File: src/rtl/smol_pkg.sv
// Shared fetch-stage types and constants for smolCore.
package smol_pkg;
  localparam int INSTR_BYTES = 4;
  localparam int DEF_ADDR_WIDTH = 10;
  localparam int DEF_DATA_WIDTH = 32;
  localparam int unsigned DEF_RESET_PC = 32'h0000_0000;

  typedef struct packed {
    logic [DEF_DATA_WIDTH-1:0] instr;
    logic [DEF_ADDR_WIDTH+1:0] pc;
  } fetch_entry_t;
endpackage

File: src/rtl/smol_fetch_buf.sv
// Two-entry fetch FIFO; head is registered so id_* is stable while stalled.
// Simultaneous push/pop allowed at count 1 or 2; flush empties it in one cycle.
module smol_fetch_buf
  import smol_pkg::*;
#(
  parameter type entry_t = fetch_entry_t
) (
  input  logic       clk,
  input  logic       rst_n,
  input  logic       push,
  input  entry_t     push_data,
  input  logic       pop,
  input  logic       flush,
  output logic [1:0] count,
  output entry_t     head
);
  entry_t tail;

  always_ff @(posedge clk) begin
    if (!rst_n) begin
      count <= 2'd0;
      head  <= '0;
      tail  <= '0;
    end else begin
      case ({push, pop})
        2'b10: begin
          if (count == 2'd0) head <= push_data;
          else tail <= push_data;
          count <= count + 2'd1;
        end
        2'b01: begin
          head  <= tail;
          count <= count - 2'd1;
        end
        2'b11: begin
          if (count == 2'd2) begin
            head <= tail;
            tail <= push_data;
          end else begin
            head <= push_data;
          end
        end
        default: ;
      endcase
      if (flush) count <= 2'd0;
    end
  end

  // Issue throttling guarantees a full buffer is never pushed without a pop.
  assert property (@(posedge clk) disable iff (!rst_n) !(push && !pop && count == 2'd2));
endmodule

File: src/rtl/smol_fetch.sv
// smolCore fetch: PC, IMEM request (data one cycle later), 2-entry decode buffer, redirects.
// Optional perf counters under SMOL_FETCH_PERF_EN; issue halts when buffer+inflight would overflow.
module smol_fetch
  import smol_pkg::*;
#(
  parameter int          ADDR_WIDTH = DEF_ADDR_WIDTH,
  parameter int          DATA_WIDTH = DEF_DATA_WIDTH,
  parameter int unsigned RESET_PC   = DEF_RESET_PC
) (
  input  logic                  clk,
  input  logic                  rst_n,
  output logic [ADDR_WIDTH+1:0] imem_addr,
  input  logic [DATA_WIDTH-1:0] imem_instr,
  input  logic                  redirect_valid,
  input  logic [ADDR_WIDTH+1:0] redirect_pc,
  output logic                  id_valid,
  input  logic                  id_ready,
  output logic [DATA_WIDTH-1:0] id_instr,
  output logic [ADDR_WIDTH+1:0] id_pc
`ifdef SMOL_FETCH_PERF_EN
  ,
  output logic [31:0]           perf_fetch_cnt,
  output logic [31:0]           perf_stall_cnt
`endif
);
  localparam int PCW = ADDR_WIDTH + 2;
  localparam logic [PCW-1:0] RST_PC = PCW'(RESET_PC);

  typedef struct packed {
    logic [DATA_WIDTH-1:0] instr;
    logic [PCW-1:0]        pc;
  } entry_t;

  logic [PCW-1:0] pc;
  logic [PCW-1:0] req_pc;
  logic           inflight;
  logic [1:0]     count;
  logic [1:0]     occupancy;
  logic           pop;
  logic           push;
  logic           issue;
  entry_t         push_ent;
  entry_t         head;

  assign imem_addr = pc;
  assign pop       = id_valid & id_ready;
  assign occupancy = count + {1'b0, inflight};
  assign issue     = !redirect_valid && (occupancy < 2'd2 || (occupancy == 2'd2 && pop));
  assign push      = inflight & !redirect_valid;

  assign push_ent.instr = imem_instr;
  assign push_ent.pc    = req_pc;

  smol_fetch_buf #(.entry_t(entry_t)) u_buf (
    .clk       (clk),
    .rst_n     (rst_n),
    .push      (push),
    .push_data (push_ent),
    .pop       (pop),
    .flush     (redirect_valid),
    .count     (count),
    .head      (head)
  );

  assign id_valid = (count != 2'd0);
  assign id_instr = head.instr;
  assign id_pc    = head.pc;

  always_ff @(posedge clk) begin
    if (!rst_n) begin
      pc       <= RST_PC;
      req_pc   <= '0;
      inflight <= 1'b0;
    end else if (redirect_valid) begin
      pc       <= redirect_pc & ~PCW'(3);
      inflight <= 1'b0;
    end else if (issue) begin
      req_pc   <= pc;
      pc       <= pc + PCW'(INSTR_BYTES);
      inflight <= 1'b1;
    end else begin
      inflight <= 1'b0;
    end
  end

`ifdef SMOL_FETCH_PERF_EN
  always_ff @(posedge clk) begin
    if (!rst_n) begin
      perf_fetch_cnt <= '0;
      perf_stall_cnt <= '0;
    end else begin
      if (pop) perf_fetch_cnt <= perf_fetch_cnt + 32'd1;
      if (id_valid && !id_ready) perf_stall_cnt <= perf_stall_cnt + 32'd1;
    end
  end
`endif
endmodule
File: config.mk
export PLATFORM = sky130hd
export DESIGN_NAME = smol_fetch
export DESIGN_NICKNAME = d
export VERILOG_FILES = /design/src/rtl/smol_pkg.sv /design/src/rtl/smol_fetch_buf.sv /design/src/rtl/smol_fetch.sv
export SDC_FILE = /design/constraint.sdc
export NUM_CORES = 1
export LEC_CHECK = 0
export CAP_MARGIN = 20
export CELL_PAD_IN_SITES_DETAIL_PLACEMENT = 0
export CELL_PAD_IN_SITES_GLOBAL_PLACEMENT = 2
export CORE_MARGIN = 2
export CORE_UTILIZATION = 27
export DETAILED_ROUTE_END_ITERATION = 16
export GPL_TIMING_DRIVEN = 0
export PLACE_DENSITY = 0.73
export SYNTH_ARGS = -nofsm -noshare
export SYNTH_HDL_FRONTEND = slang
export SYNTH_SLANG_ARGS = --single-unit
export TNS_END_PERCENT = 10
File: constraint.sdc
create_clock -name clk -period 2.2 [get_ports clk]
set_input_delay 0.44 -clock clk [delete_from_list [all_inputs] [get_ports clk]]
set_output_delay 0.44 -clock clk [all_outputs]
set_load 0.05 [all_outputs]
==> impl_table.tex, run 1 <==
\begin{tabular}{lr}
\hline
Metric & Value \\
\hline
\multicolumn{2}{l}{\textbf{Global route}} \\
Wire length of the first global-routing pass & 23.3 mm \\
Number of antenna violations at the first check in global routing & 0 \\
Total routing resource utilization after global routing & 0.164 \\
Remaining global-route overflow & 0 \\
Maximum number of pins on one net before global-route repair & 17 \\
Vias in the first global route & 4325 \\
\multicolumn{2}{l}{\textbf{Cells and area}} \\
Post-layout instance count excluding filler cells & 864 \\
Most frequent cells in the layout & dfxtp\_1, o21ai\_0, clkdlybuf4s50\_1, nand3\_1, nor2\_1 \\
Final Net Count & 692 \\
Finished Core Util & 0.391 \\
Inserted Diodes & 0 \\
Area Overhead vs Synth & 41.6\% \\
Leading cell type in the layout, fill and taps excluded & dfxtp\_1 \\
Fraction of final layout cells with drive strength greater than 1 & 0.132 \\
\multicolumn{2}{l}{\textbf{Synthesis}} \\
Area fraction of the dominant cell type after synthesis & 0.468 \\
Mapped Cells & 528 \\
Post-synthesis cell type with the largest combined area & dfxtp\_1 \\
Post-synth top flop & dfxtp\_1 \\
Area contributors post-synth & dfxtp\_1, o21ai\_0, a221oi\_1 \\
Synthesized flop and latch total & 107 \\
Synthesized area per cell & 8.67 µm² \\
Warnings from Yosys & 0 \\
Area of the mapped netlist & 4580 µm² \\
Post-synth EDFFs & 0 \\
Post-synthesis cell type count & 45 \\
Seq/Total Area, Yosys & 0.468 \\
Async set-reset flop share out of synthesis & 0 \\
\multicolumn{2}{l}{\textbf{Hold path}} \\
Worst Hold Path EP & imem\_addr[2] \\
Number of cells on the worst hold path & 2 \\
Min-delay src & redirect\_valid \\
Hold/Removal Path Class & in2reg \\
\multicolumn{2}{l}{\textbf{Detailed routing}} \\
DR iter-0 viols & 308 \\
Routed length per placed instance & 16.7 µm \\
Vias per cell & 5.02 \\
Drt drc & 0 \\
DRT antenna net count & 0 \\
Number of vias in the routed layout & 4340 \\
Final wirelength & 14.4 mm \\
Number of search-and-repair iterations in the first detailed-routing pass & 4 \\
\multicolumn{2}{l}{\textbf{Clocking}} \\
H-tree Lvls & 3 \\
Number of CTS-inserted buffers & 9 \\
CTS hold repair buffers & 0 \\
TritonCTS clock tree & done \\
Buffer levels on the longest clock path & 2 \\
Clock slew at the register clock pins of the worst setup and hold paths & 0.07 ns \\
Root buffer selected by CTS & clkbuf\_16 \\
Clock sinks & approximately 110 \\
Clock latency reported for the late side of the worst-skew pair & 0.36 ns \\
\multicolumn{2}{l}{\textbf{STA}} \\
Tightest slew margin relative to the limit & 0.634 \\
Transition time at the pin with the least slew margin & between 0.5 and 0.6 ns \\
Final hold slack & between 0.3 and 0.4 ns \\
Largest clock skew in the final design & 0.00951 ns \\
Portion of the clock cycle consumed by the worst path in the final layout & 0.972 \\
Total Neg Setup Slack & 0 ns \\
Final setup violation count & 0 \\
Achievable frequency & 0.468 GHz \\
Slew Limit Fails & 0 \\
Hold violation total from the final report & 0 \\
Minimum period implied by the final worst setup slack & 2.14 ns \\
\multicolumn{2}{l}{\textbf{Power}} \\
Total power & 4860 µW \\
Power per cell area & 749 nW/µm² \\
Leakage dissipation & 0.00230 µW \\
Max rail drop VDD & 0.385 mV \\
\multicolumn{2}{l}{\textbf{Worst setup path}} \\
Launch instance of the worst register-to-register path & u\_buf.count[0] \\
Number of buffers and inverters on the critical path & 1 \\
Max Fanout on Critical Path & 7 \\
Class of the most critical setup path & reg2out \\
Setup slack of the most critical reg-to-reg path & 0.14 ns \\
R2R cell count & 8 \\
Launching element type of the critical path & register \\
Category of cells accounting for the largest share of critical-path delay & buffers and inverters \\
Critical path data required time & between 1.5 and 2 ns \\
Endpoint of the worst register-to-register path & u\_buf.head[8] \\
Max stage delay on crit path & 0.86 ns \\
Slowest cell on the critical path & clkdlybuf4s50\_1 \\
Worst path arrival time & 1.70 ns \\
Critical Path End Type & primary output \\
Ordered cell list for the critical path & clkdlybuf4s50\_1 \\
\multicolumn{2}{l}{\textbf{Floorplanning}} \\
Area of the die & 18000 µm² \\
Count of standard-cell rows & 47 \\
Area of the core & 16600 µm² \\
Initial core utilization & 0.276 \\
Die Span X & about 130 µm \\
Die Y & approximately 130 µm \\
I/O pin count & around 110 \\
\multicolumn{2}{l}{\textbf{Job}} \\
Total of max-cap violations & 0 \\
\multicolumn{2}{l}{\textbf{Placement}} \\
Half-perimeter wire length after detailed placement & 10.2 mm \\
Port Buffers & 97 \\
Global placement routability congestion & 0.718 \\
Placed Cells & 848 \\
\multicolumn{2}{l}{\textbf{Outcome}} \\
Run status & finished clean \\
\hline
\end{tabular}
==> power breakdown <==
| part | total [µW] | internal (µW) | switching (µW) |
|---|---|---|---|
| combinational | 813 | 302 | 511 |
| sequential | 2110 | 2030 | 73.5 |
| clock | 1940 | 1200 | 734 |
| total | 4860 | 3540 | 1320 |
==> sequential cells by signal, indices dropped and copies added, names as in the netlist <==
name	cells
req_pc	10
inflight	1
u_buf.head	42
u_buf.count	2
imem_addr	10
u_buf.tail	42
==> synthesized netlist by cell type (2+ instances only) <==
| master | number |
|---|---|
| nand2_1 | 14 |
| nand3_1 | 54 |
| nand2b_1 | 3 |
| buf_4 | 4 |
| dfxtp_1 | 107 |
| a21boi_1 | 9 |
| xnor2_1 | 3 |
| nor2_1 | 43 |
| clkbuf_1 | 40 |
| a21boi_0 | 33 |
| or4_1 | 4 |
| ha_1 | 5 |
| o21ai_0 | 103 |
| a221oi_1 | 42 |
| buf_2 | 9 |
| nand4_1 | 2 |
| o21ai_2 | 2 |
| o31ai_1 | 4 |
| inv_1 | 5 |
| a21oi_1 | 4 |
| or3_1 | 4 |
| buf_1 | 2 |
| a31oi_1 | 7 |
| o21ai_1 | 4 |
==> cell families after synthesis <==
kind of cell,count (synthesis),share of synthesized area
AOI/OAI and AO/OA,216,0.311
and+or+nand+nor,132,0.139
DFF,107,0.468
buffers and inverters,62,0.0582
adders and majority gates,5,0.0137
xor gates and xnor gates,4,0.00765
other,1,0.000819
muxes,1,0.00219
==> worst max-delay path by stage <==
stage | from | endpoint | slack [ns] | cells past startpoint
floorplan | redirect_valid | u_buf.head[10] | 0.05 | 10
global placement | redirect_valid | u_buf.head[31] | -1.19 | 10
detailed placement | redirect_valid | u_buf.head[31] | -1.20 | 10
finish | imem_addr[4] | imem_addr[4] | 0.06 | 1
global route | u_buf.count[0] | u_buf.head[35] | -0.001 | 8
CTS | imem_addr[5] | imem_addr[5] | 0.02 | 1
==> layout make-up <==
cell class	instances	area [µm²]
Tap cell	220	275
Sequential cell	107	2140
Clock inverter	4	95.1
Inverter	6	27.5
Buffer	55	332
Fill cell	1704	10100
Clock buffer	12	267
Multi-Input combinational cell	362	2370
Timing Repair Buffer	98	977
==> metrics by stage <==
step / worst slack, ns / area (µm²)
2_1_floorplan: 0.0516 / 4600
3_3_place_gp: -1.19 / 5840
3_5_place_dp: -1.20 / 5840
4_1_cts: 0.0230 / 6460
5_1_grt: -0.000962 / 6480
6_report: 0.0626 / 6480
==> metal layers <==
metal / track usage / part of all wire
met5: 0 / 0
met1: 0.228 / 0.50
met4: 0.0719 / 0.023
met3: 0.0238 / 0.039
met2: 0.251 / 0.44
==> what timing repair did <==
action / CTS / global route
setup endpoints to repair: 86 / 66
pin swaps: 0 / 1
gates resized for setup: 66 / 15
buffers inserted: 1 / 0
Note: power is estimated with default switching activity, not from simulation.
==> inputs of run 2 (changes only) <==
Settings changed: CORE_UTILIZATION 27 to 29, PLACE_DENSITY 0.73 to 0.74.
Clock period 2.2 ns to 2.3 ns, I/O delays scaled along.
==> run 2 against run 1 <==
Sequential share of layout area increased by 0.37 points. Global-route usage is 0.88 points higher. Clock skew is 0.0042 ns lower. Via count is 1.4% higher. Critical path depth unchanged. Count of clock-buffer cells in the layout increased by 2. Combinational power decreased by 3.8%. Worst setup slack improved by 0.069 ns. Design area fell by 1.1%. Core utilization is 2.8 points higher. Total power is 12% lower. Flip-flop and latch count unchanged. Largest cell class unchanged.
==> impl_table.tex, run 2 (synthesized netlist as in run 1, its figures left out) <==
\begin{tabular}{lr}
\hline
Metric & Value \\
\hline
\multicolumn{2}{l}{\textbf{Outcome}} \\
Run status & finished clean \\
\multicolumn{2}{l}{\textbf{Worst setup path}} \\
Max Fanout on Critical Path & 8 \\
Class of the most critical setup path & reg2out \\
Number of buffers and inverters on the critical path & 1 \\
Launching element type of the critical path & register \\
Worst setup path startpoint & imem\_addr[5] \\
Critical Path End Type & primary output \\
Max stage delay on crit path & 0.87 ns \\
Critical path depth & 1 \\
Launch instance of the worst register-to-register path & u\_buf.count[0] \\
Slowest cell on the critical path & clkdlybuf4s50\_1 \\
Ordered cell list for the critical path & clkdlybuf4s50\_1 \\
Critical path data required time & 1.84 ns \\
R2R cell count & 8 \\
Category of cells accounting for the largest share of critical-path delay & buffers and inverters \\
Worst path arrival time & 1.71 ns \\
\multicolumn{2}{l}{\textbf{STA}} \\
Slew Limit Fails & 0 \\
Transition time at the pin with the least slew margin & 0.545 ns \\
Minimum period implied by the final worst setup slack & 2.17 ns \\
Achievable frequency & between 0.4 and 0.5 GHz \\
Portion of the clock cycle consumed by the worst path in the final layout & 0.943 \\
Hold violation total from the final report & 0 \\
Largest clock skew in the final design & between 0.005 and 0.006 ns \\
Final hold slack & approximately 0.48 ns \\
Tightest slew margin relative to the limit & 0.638 \\
Final setup violation count & 0 \\
\multicolumn{2}{l}{\textbf{Detailed routing}} \\
Drt drc & 0 \\
Number of search-and-repair iterations in the first detailed-routing pass & 4 \\
Number of vias in the routed layout & 4402 \\
Routed length per placed instance & between 15 and 20 µm \\
DR iter-0 viols & roughly 270 \\
Vias per cell & 5.15 \\
DRT antenna net count & 0 \\
Final wirelength & 14.3 mm \\
\multicolumn{2}{l}{\textbf{Global route}} \\
Wire length of the first global-routing pass & 22.6 mm \\
Vias in the first global route & 4215 \\
Maximum number of pins on one net before global-route repair & 16 \\
Met2 Track Usage GR & 0.267 \\
Met1 routing resource usage after global routing & 0.239 \\
Number of antenna violations at the first check in global routing & 0 \\
Total routing resource utilization after global routing & 0.173 \\
Global-route track usage on met3 & 0.0425 \\
GRT busiest layer & met2 \\
Remaining global-route overflow & 0 \\
\multicolumn{2}{l}{\textbf{Floorplanning}} \\
Die Span X & 130 µm \\
Count of standard-cell rows & 45 \\
Initial core utilization & 0.299 \\
Area of the core & 15300 µm² \\
Die Y & roughly 130 µm \\
I/O pin count & between 100 and 150 \\
Area of the die & 16800 µm² \\
\multicolumn{2}{l}{\textbf{Power}} \\
Power per cell area & 664 nW/µm² \\
Leakage dissipation & 0.00224 µW \\
Switching portion of total power & 0.288 \\
Internal power component & about 3000 µW \\
Sequential power share & 0.473 \\
Max rail drop VDD & 0.321 mV \\
Share of total power in combinational logic & 0.184 \\
Power share of the clock group & 0.343 \\
Total power & 4260 µW \\
Total net switching power & approximately 1200 µW \\
\multicolumn{2}{l}{\textbf{Cells and area}} \\
Most frequent cells in the layout & dfxtp\_1, o21ai\_0, clkdlybuf4s50\_1, nand3\_1, nor2\_1 \\
Final Net Count & 692 \\
Fraction of final layout cells with drive strength greater than 1 & 0.120 \\
Registers with the most flip-flops & u\_buf.head: 42 flops, u\_buf.tail: 42 flops \\
Multi-input gate area & 2370 µm² \\
Fill cell count & 1579 \\
Leading cell type in the layout, fill and taps excluded & dfxtp\_1 \\
Area Overhead vs Synth & 40.0\% \\
Post-layout instance count excluding filler cells & 855 \\
Inserted Diodes & 0 \\
Total area of sequential cells & 2140 µm² \\
Final design area excluding fillers & 6410 µm² \\
\multicolumn{2}{l}{\textbf{Clocking}} \\
H-tree Lvls & 3 \\
Root buffer selected by CTS & clkbuf\_16 \\
Clock sinks & roughly 110 \\
CTS hold repair buffers & 0 \\
Buffer levels on the longest clock path & 2 \\
Clock slew at the register clock pins of the worst setup and hold paths & around 0.070 ns \\
TritonCTS clock tree & done \\
Clock latency reported for the late side of the worst-skew pair & 0.35 ns \\
Number of CTS-inserted buffers & 9 \\
\multicolumn{2}{l}{\textbf{Placement}} \\
Placed Cells & 839 \\
Dpl cell area & roughly 6000 µm² \\
Global placement routability congestion & 0.789 \\
Port Buffers & 97 \\
Half-perimeter wire length after detailed placement & 10.2 mm \\
\multicolumn{2}{l}{\textbf{Job}} \\
Total of max-cap violations & 0 \\
\multicolumn{2}{l}{\textbf{Hold path}} \\
Min-delay src & u\_buf.tail[24] \\
Hold/Removal Path Class & reg2reg \\
Number of cells on the worst hold path & 2 \\
\hline
\end{tabular}
[run 2: changes by cell type in the layout (fill, tap and decap cells not counted), moves of 3 or more]
cell / previous run / this run
a221oi_2: 24 / 17
buf_4: 13 / 7
a221oi_1: 18 / 22
a221oi_4: 0 / 3
bufinv_16: 3 / 0
clkbuf_1: 25 / 28
[run 2: metal layers]
layer,up-vias,wire length [µm]
li1,2168,-
met2,119,6450
met3,14,670
met5,-,0
met1,2101,6880
met4,0,253
[run 2: cell type report]
| class | instances | share of cell area |
|---|---|---|
| Multi-Input combinational cell | 362 | 0.370 |
| Sequential cell | 107 | 0.334 |
| Timing Repair Buffer | 98 | 0.152 |
| Buffer | 55 | 0.0558 |
| Clock buffer | 14 | 0.0412 |
| Tap cell | 211 | 0.0412 |
| Inverter | 6 | 0.00429 |
| Clock inverter | 2 | 0.00156 |
[run 2: timing repair]
item                       CTS  global route
hold endpoints to repair     0             0
setup endpoints to repair   85             3
buffers inserted             0             1
pin swaps                    0             1
gates resized for setup     75             2
[run 2: power by group through the flow]
stage	sequential [µW]	combinational [µW]	clock, µW
5_1_grt	2020	837	1590
4_1_cts	2010	785	1520
3_5_place_dp	2050	752	0
3_3_place_gp	2050	749	0
2_1_floorplan	2250	243	0
6_report	2010	782	1460
[run 2: final timing paths]
check / end / slack, ns
setup / recovery: imem_addr[5] / 0.13
hold / removal: u_buf.tail[24] / 0.48
setup reg to reg: u_buf.head[40] / 0.14
hold reg to reg: u_buf.tail[24] / 0.48
[run 2: stage by stage]
step / util / setup slack [ns] / setup TNS, ns
5_1_grt: 0.419 / -0.00436 / -0.00436
6_report: 0.419 / 0.132 / 0
4_1_cts: 0.418 / 0.108 / 0
3_3_place_gp: 0.380 / -1.10 / -82.49
2_1_floorplan: - / 0.0558 / 0
3_5_place_dp: 0.380 / -1.16 / -87.17
